`src/rtl/mem_arbiter_pkg.sv`:
```
// rtl/mem_arbiter_pkg.sv - shared widths, latency default and FSM encoding for mem_arbiter
package mem_arbiter_pkg;

    localparam int ADDR_W      = 13;
    localparam int DATA_W      = 32;
    localparam int LATENCY_DEF = 2;
    localparam int CNT_W       = 3;

    typedef enum logic [1:0] {
        IDLE   = 2'd0,
        ACCESS = 2'd1,
        DONE   = 2'd2
    } state_t;

endpackage

```
`src/rtl/arb_rr2.sv`:
```
// rtl/arb_rr2.sv - two-way round-robin grant with last-grant register
module arb_rr2 (
    input  logic       clk,
    input  logic       rst,
    input  logic [1:0] req,
    input  logic       take,
    output logic [1:0] grant
);

    // req[0] is fetch, req[1] is data; last_data=0 means data wins the next tie
    logic last_data;

    // on contention grant the side that did not win last time
    always_comb begin
        grant = req;
        if (req == 2'b11) begin
            grant = last_data ? 2'b01 : 2'b10;
        end
    end

    // remember the winner only when the grant is actually accepted
    always_ff @(posedge clk) begin
        if (rst) begin
            last_data <= 1'b0;
        end else if (take && (grant != 2'b00)) begin
            last_data <= grant[1];
        end
    end

endmodule

```
`src/rtl/mem_arbiter.sv`:
```
// rtl/mem_arbiter.sv - fetch/data arbiter in front of a shared single-port memory
module mem_arbiter
    import mem_arbiter_pkg::*;
#(
    parameter int LATENCY = LATENCY_DEF
) (
    input  logic              clk,
    input  logic              rst,
    input  logic              if_req,
    input  logic [ADDR_W-1:0] if_addr,
    input  logic              if_flush,
    output logic              if_ack,
    output logic [DATA_W-1:0] if_rdata,
    output logic              if_stall,
    input  logic              d_req,
    input  logic              d_wr,
    input  logic [ADDR_W-1:0] d_addr,
    input  logic [DATA_W-1:0] d_wdata,
    output logic              d_ack,
    output logic [DATA_W-1:0] d_rdata,
    output logic              d_stall,
    output logic              mem_en,
    output logic              mem_wr,
    output logic [ADDR_W-1:0] mem_addr,
    output logic [DATA_W-1:0] mem_wdata,
    input  logic [DATA_W-1:0] mem_rdata
);

    state_t             state;
    state_t             state_nx;
    logic [CNT_W-1:0]   cnt;
    logic               gnt_data;
    logic               lat_wr;
    logic [ADDR_W-1:0]  lat_addr;
    logic [DATA_W-1:0]  lat_wdata;
    logic               flushed;
    logic               in_idle;
    logic [1:0]         grant;

    assign in_idle = (state == IDLE);

    // a flush in the grant cycle simply hides the fetch request from the arbiter
    arb_rr2 u_rr (
        .clk   (clk),
        .rst   (rst),
        .req   ({d_req, if_req & ~if_flush}),
        .take  (in_idle),
        .grant (grant)
    );

    // state register
    always_ff @(posedge clk) begin
        if (rst) begin
            state <= IDLE;
        end else begin
            state <= state_nx;
        end
    end

    // next-state logic
    always_comb begin
        state_nx = state;
        case (state)
            IDLE:    if (grant != 2'b00) state_nx = ACCESS;
            ACCESS:  if (cnt == '0) state_nx = DONE;
            DONE:    state_nx = IDLE;
            default: state_nx = IDLE;
        endcase
    end

    // memory port is driven only while accessing, from the latched request
    always_comb begin
        mem_en    = 1'b0;
        mem_wr    = 1'b0;
        mem_addr  = '0;
        mem_wdata = '0;
        if (state == ACCESS) begin
            mem_en    = 1'b1;
            mem_wr    = gnt_data & lat_wr;
            mem_addr  = lat_addr;
            mem_wdata = lat_wdata;
        end
    end

    // a fetch flushed at any point after grant still finishes on memory but is never acked
    assign if_ack   = (state == DONE) & ~gnt_data & ~flushed & ~if_flush;
    assign d_ack    = (state == DONE) & gnt_data;
    assign if_stall = if_req & ~if_ack;
    assign d_stall  = d_req & ~d_ack;

    // request latch, access counter and per-side read data capture
    always_ff @(posedge clk) begin
        if (rst) begin
            cnt       <= '0;
            gnt_data  <= 1'b0;
            lat_wr    <= 1'b0;
            lat_addr  <= '0;
            lat_wdata <= '0;
            flushed   <= 1'b0;
            if_rdata  <= '0;
            d_rdata   <= '0;
        end else begin
            case (state)
                IDLE: begin
                    if (grant != 2'b00) begin
                        gnt_data  <= grant[1];
                        lat_wr    <= grant[1] & d_wr;
                        lat_addr  <= grant[1] ? d_addr : if_addr;
                        lat_wdata <= grant[1] ? d_wdata : '0;
                        cnt       <= CNT_W'(LATENCY - 1);
                        flushed   <= 1'b0;
                    end
                end
                ACCESS: begin
                    if (~gnt_data & if_flush) flushed <= 1'b1;
                    if (cnt != '0) begin
                        cnt <= cnt - 1'b1;
                    end else if (gnt_data) begin
                        d_rdata <= mem_rdata;
                    end else begin
                        if_rdata <= mem_rdata;
                    end
                end
                default: ;
            endcase
        end
    end

endmodule

```
`config.mk`:
```
export PLATFORM = sky130hd
export DESIGN_NAME = mem_arbiter
export DESIGN_NICKNAME = d
export VERILOG_FILES = /design/src/rtl/mem_arbiter_pkg.sv /design/src/rtl/arb_rr2.sv /design/src/rtl/mem_arbiter.sv
export SDC_FILE = /design/constraint.sdc
export NUM_CORES = 1
export LEC_CHECK = 0
export CAP_MARGIN = 20
export CELL_PAD_IN_SITES_DETAIL_PLACEMENT = 0
export CELL_PAD_IN_SITES_GLOBAL_PLACEMENT = 1
export CORE_MARGIN = 2
export CORE_UTILIZATION = 29
export DETAILED_ROUTE_END_ITERATION = 8
export PLACE_DENSITY = 0.78
export REMOVE_ABC_BUFFERS = 1
export SLEW_MARGIN = 20
export SYNTH_ARGS = -nofsm -noshare
export SYNTH_HDL_FRONTEND = slang
export SYNTH_SLANG_ARGS = --single-unit
```
`constraint.sdc`:
```
create_clock -name clk -period 1.91 [get_ports clk]
set_clock_uncertainty 0.15 [all_clocks]
set_input_delay 0.2865 -clock clk [delete_from_list [all_inputs] [get_ports clk]]
set_output_delay 0.2865 -clock clk [all_outputs]
set_load 0.005 [all_outputs]
```
# After elaboration in Yosys (flattened, before gate mapping)
# Index checks and enable logic that the tools add are counted.
[word_totals]
register_bits = 118
input_bits = 96
[classes]
addsub = 1
n_eq_ne = 7
mux = 17
bitwise = 16
reduce_logical = 12
[ops]
columns = ["cell", "count"]
rows = [
  ["$mux W32", 2],
  ["$mux W13", 2],
  ["$reduce_and A3 Y1", 4],
  ["$and A1 B1 Y1", 10],
  ["$mux W2", 4],
  ["$mux W3", 2],
  ["$not A1 Y1", 6],
  ["$pmux W3 S2", 1],
  ["$eq A2 B2 Y1 const B", 2],
  ["$mux W1", 4],
  ["$ne A2 B1 Y1 const B", 2],
  ["$ne A2 B2 Y1 const B", 2],
  ["$pmux W2 S2", 1],
  ["$reduce_and A2 Y1", 2],
  ["$reduce_bool A2 Y1", 2],
  ["$logic_not A3 Y1", 1],
  ["$reduce_bool A3 Y1", 1],
  ["$sub A3 B1 Y3 const B", 1],
  ["$eq A2 B1 Y1 const B", 1],
  ["$logic_not A2 Y1", 1],
  ["$pmux W1 S2", 1],
  ["$logic_and A1 B1 Y1", 1],
]

# Logic depth before layout (Yosys ltp)
[logic_depth]
ltp_word = 7
ltp_mapped = 7
depth_no_buf = 6

# Modules after synthesis
# A second synthesis with hierarchy kept.
[unflattened]
hier_cells = 553
hier_area_um2 = 5187.5
[modules_own_cells]
columns = ["module", "instances", "cells_per_inst", "area_each_um2"]
rows = [
  ["mem_arbiter", 1, 546, 5122.4],
  ["arb_rr2", 1, 7, 65.1],
]

# Least setup slack after synthesis
# OpenSTA, ideal clock, no wires.
[synth_timing]
path_type = "register to register"
start = "reg cnt[0]"
end = "reg d_rdata[0]"
setup_ns = 0.070
t_arrival_ns = 1.349
t_required_ns = 1.690
path_slack_ns = 0.340
stages_incl_launch_ff = 8
path_buffers = 1
cell_sequence = "dfxtp_1 > inv_1 > ha_1 > nor2b_1 > nand3_1 > clkbuf_1 > nand2_1 > a21oi_1"
[synth_via]
elab_chain_cells = 3
[synth_rtl]
columns = ["item", "line_no", "source"]
rows = [
  ["from (decl)", "mem_arbiter.sv:31", "logic [CNT_W-1:0] cnt;"],
  ["from (signal assigned)", "mem_arbiter.sv:110", "cnt <= CNT_W'(LATENCY - 1);"],
  ["from (signal assigned)", "mem_arbiter.sv:117", "cnt <= cnt - 1'b1;"],
  ["$reduce_bool A3 Y1", "mem_arbiter.sv:116", "if (cnt != '0) begin"],
  ["$not A1 Y1 (no source line)", "n/a", ""],
  ["$reduce_and A3 Y1 (no source line)", "n/a", ""],
  ["to (signal assigned)", "mem_arbiter.sv:119", "d_rdata <= mem_rdata;"],
  ["to (decl)", "mem_arbiter.sv:20", "output logic [DATA_W-1:0] d_rdata,"],
]
# No other way between the ends.
# A chain may end at the register's enable or synchronous reset.

# Worst setup path in the final report
[layout_timing]
start = "reg state[1]"
end = "out mem_wdata[23]"
[layout_via]
elab_chain_cells = 2
[layout_rtl]
columns = ["item", "line_no", "source"]
rows = [
  ["from (decl)", "mem_arbiter.sv:29", "state_t state;"],
  ["from (signal assigned)", "mem_arbiter.sv:56", "state <= state_nx;"],
  ["$eq A2 B1 Y1", "mem_arbiter.sv:77", "if (state == ACCESS) begin"],
  ["$mux W32", "mem_arbiter.sv:77", ""],
  ["to (decl)", "mem_arbiter.sv:25", "output logic [DATA_W-1:0] mem_wdata,"],
]
# No other way between the ends.

==> metrics.log <==
INFO  metric worst_hold_path.endpoint = flushed
INFO  metric timing.critical_path.fanout_max = 6
INFO  metric dr_total_vias = 4438
INFO  metric chipWidth = 127 um
INFO  metric detailed_place.area = 6760 um2
INFO  metric cp_arrival = 1.60 ns
INFO  metric grt_pass1_vias = 4516
INFO  metric worst_hold_path.num_cells = 2
INFO  metric die_y = between 100 and 150 um
INFO  metric grt_setup_unrepaired = true
INFO  metric crit_type = register to primary output
INFO  metric part_of_the_yosys_area_used_for_sequential_elements = 53.3%
INFO  metric grt_pass1_wl = 23300 um
INFO  metric tritoncts = done
INFO  metric fin_area = roughly 8000 um2
INFO  metric most_instantiated_flip_flop_cell_in_the_synthesis_netlist = dfxtp_1
INFO  metric io_buffer_count = 210
INFO  metric drt_pass1_iterations = 4
INFO  metric layout-area-overhead-vs-synth = 79.2%
INFO  metric drc_errors = 0
INFO  metric setup_slack = -0.122 ns
INFO  metric async_set_or_reset_flop_fraction_in_the_synthesized_netlist = 0%
INFO  metric clockRootBuffer = clkbuf_16
INFO  metric synth.cell_area = 4400 um2
INFO  metric outcome = finished with violations
INFO  metric routed_via_density = 4.79
INFO  metric ir_drop = 0.000627 V
INFO  metric crit_path_max_incr_delay = between 0.3 and 0.4 ns
INFO  metric finalWeightedCongestion = 0.776
INFO  metric buffers_plus_inverters_on_the_worst_setup_path = 5
INFO  metric worst_path_most_repeated_cell = buf_12
INFO  metric hpwl = 9420 um
INFO  metric worst_hold_startpoint = rst
INFO  metric avgSynthCellArea = between 8 and 9 um2
INFO  metric synth_area_leader_cell = dfxtp_1
INFO  metric antenna_violations_before_repair = 0
INFO  metric timing.rr.start = state[1]
INFO  metric cts_num_sinks = between 100 and 150
INFO  metric multi_input_logic_area = 1980 um2
INFO  metric nFillCells = 1332
INFO  metric worstSkewPairLatency = 0.41 ns
INFO  metric sequential_cell_area = around 2300 um2
INFO  metric drt-initial-drc-count = between 200 and 300
INFO  metric dieArea = 16200 um2
INFO  metric num_cts_buffers = 17
INFO  metric worst_setup_sp_type = register
INFO  metric synth_edf_count = 0
INFO  metric post_synth_most_frequent_cells = nand2_1 (130), dfxtp_1 (117), a21oi_1 (65), and2_1 (45), a22o_1 (33)
INFO  metric effective_utilization_at_floorplan = around 29%
INFO  metric finalWorstPathRequiredPeriod = 2.03 ns
INFO  metric largest_net_degree_at_the_start_of_global_routing = 70
INFO  metric ys_top_cells_by_area = dfxtp_1 (53%), nand2_1 (11%), a21oi_1 (7.4%)
INFO  metric n_antenna_cell = 0
INFO  metric num_rows = 45
INFO  metric max_slew.worst_pin.slew = 0.711 ns
INFO  metric timing.final.hold_violations = 0
INFO  metric cts.htree.levels = 4
INFO  metric cts.reportedPaths.clkPinSlew = around 0.050 ns
INFO  metric drive_gt1_share = 22.2%
INFO  metric path_delay_family = buffers and inverters
INFO  metric wl = 14900 um
INFO  metric pre_cts_slack = -0.506 ns
INFO  metric timing.critical_path.required = 1.47 ns
INFO  metric holdWs = 0.0340 ns
INFO  metric timing.final.max_slew_violations = 0
INFO  metric yosys_warnings = 0
INFO  metric hold_crit_class = primary input to register
INFO  metric fmax = 492 MHz
INFO  metric failed_checks = negative setup slack
INFO  metric setup.reg_to_reg.worst_slack = 0.19 ns
INFO  metric globalRouteOverflowTotal = 0
INFO  metric cp_cell_sequence = nand2b_4 -> inv_8 -> buf_12 -> buf_12 -> buf_16 -> and2_4 -> buf_6
INFO  metric final.setup.tns = -1.45 ns
INFO  metric fin_nets = 823
INFO  metric yosys.cell_count.top_type = nand2_1
INFO  metric timing.critical_path.from = state[1]
INFO  metric worst_slew_margin_rel = about 53%
INFO  metric setup_viol = 18
INFO  metric power_density = 931 nW/um2
INFO  metric postSynthCellCount = around 500
INFO  metric max_cap_viol_count = 0
INFO  metric cts-root-to-sink-buffers = 2
INFO  metric critical_path.endpoint_type = primary output
INFO  metric synth_cell_types = 33
INFO  metric cellLeakagePower = roughly 3.0 nW
INFO  metric slowest_cp_cell = dfxtp_2
INFO  metric pin_count = around 210
INFO  metric reg2reg_depth = 9
INFO  metric timing.rr.end = d_rdata[10]
INFO  metric period_utilisation_layout = 106%
INFO  metric yosys_register_bits = between 100 and 150
INFO  metric detail-route-antenna-nets = 0
INFO  metric gr-usage-all-layers = 18.6%
INFO  metric yosys.area.top_type_share = 53.3%
INFO  metric routedWlPerCell = 16.1 um
INFO  metric placeableCoreArea = approximately 15000 um2
INFO  metric cts_hold_repair.buffers = 0
sequential cells by signal (all words and copies together), names as in the netlist:
register and cells:
flushed 1, gnt_data 1, cnt 3, d_rdata 32, state 2, lat_wdata 32
lat_addr 13, lat_wr 1, if_rdata 32
where the power goes:
| part | total (W) | internal, W | switching (W) |
|---|---|---|---|
| logic | 0.00125 | 0.000731 | 0.000520 |
| clock network | 0.00339 | 0.00225 | 0.00114 |
| registers | 0.00270 | 0.00260 | 0.0000956 |
| total | 0.00734 | 0.00558 | 0.00176 |
area by class of cell:
cell class              instances  share of cell area (%)
clock inverters                12                    2.25
inverters                       4                   0.286
well taps                     188                    2.99
repair buffers                248                    33.7
multi-input cells             337                    25.2
flip-flops and latches        117                    29.8
clock buffers                  20                    5.80
placed cells by master, fill, tap and decap left out, types with 3 or more instances in the layout:
master           Yosys  final
nor2_1               7      5
and2_4               0     32
clkdlybuf4s50_1      0    158
a22o_1              33     33
dfxtp_1            117    114
nor3_1               4      4
dlygate4sd2_1        0      3
clkinv_4             0      4
buf_16               0      6
a21oi_1             65     65
and2_1              45     13
o2bb2ai_1           13     13
clkinv_2             0      3
a22oi_1             13     13
bufinv_16            0      4
buf_2               17      9
buf_6                5     42
clkdlybuf4s15_2      0      5
clkbuf_16            0     17
buf_12               0      9
buf_4                0     13
nor2b_1              4      4
nand2_1            130    130
kinds of logic after synthesis:
family          count (synthesis)  synth area share [%]
compound gates                132                  20.1
fa+ha+maj                       2                 0.569
buf+inv                        42                  4.92
flops                         117                  53.3
mux                             1                 0.228
simple gates                  201                  20.9
through the flow:
step	std cells	total power (W)	utilization [%]
2_1_floorplan	457	0.00307	-
3_5_place_dp	873	0.00374	45.0
3_3_place_gp	873	0.00372	45.0
5_1_grt	926	0.00764	52.4
4_1_cts	925	0.00741	52.4
6_report	926	0.00734	52.4
worst max-delay path by stage:
stage	end	slack [ns]	cells after the start
finish	mem_wdata[23]	-0.12	7
global route	mem_addr[6]	-0.16	7
CTS	mem_wdata[23]	-0.14	7
detailed placement	lat_wdata[6]	-0.51	5
global placement	lat_wdata[30]	-0.43	5
floorplan	lat_wdata[0]	-0.72	4
timing repair:
item	in CTS	in global routing
endpoints found under the setup margin	86	42
pin swaps	23	1
buffers inserted	13	2
gates cloned	8	0
resized for setup	278	6
worst register-to-register path, cell delays in order, from the launching register on:
cell      delay (ns)
dfxtp_2         0.33
nand2b_4        0.15
inv_8           0.06
buf_6           0.12
buf_6           0.10
buf_4           0.13
nand3_1         0.12
buf_12          0.21
nand2_1         0.10
a21oi_1         0.16
per-layer routing:
layer | track usage [%] | vias up | part of all wire (%) | wire, um
met5 | 0 | - | 0 | 0
met2 | 30.1 | 220 | 46 | 6810
met3 | 8.00 | 24 | 10 | 1520
met1 | 21.5 | 2049 | 42 | 6210
met4 | 8.14 | 0 | 2.2 | 328
li1 | - | 2145 | - | -
(Power assumes the default switching activity.)
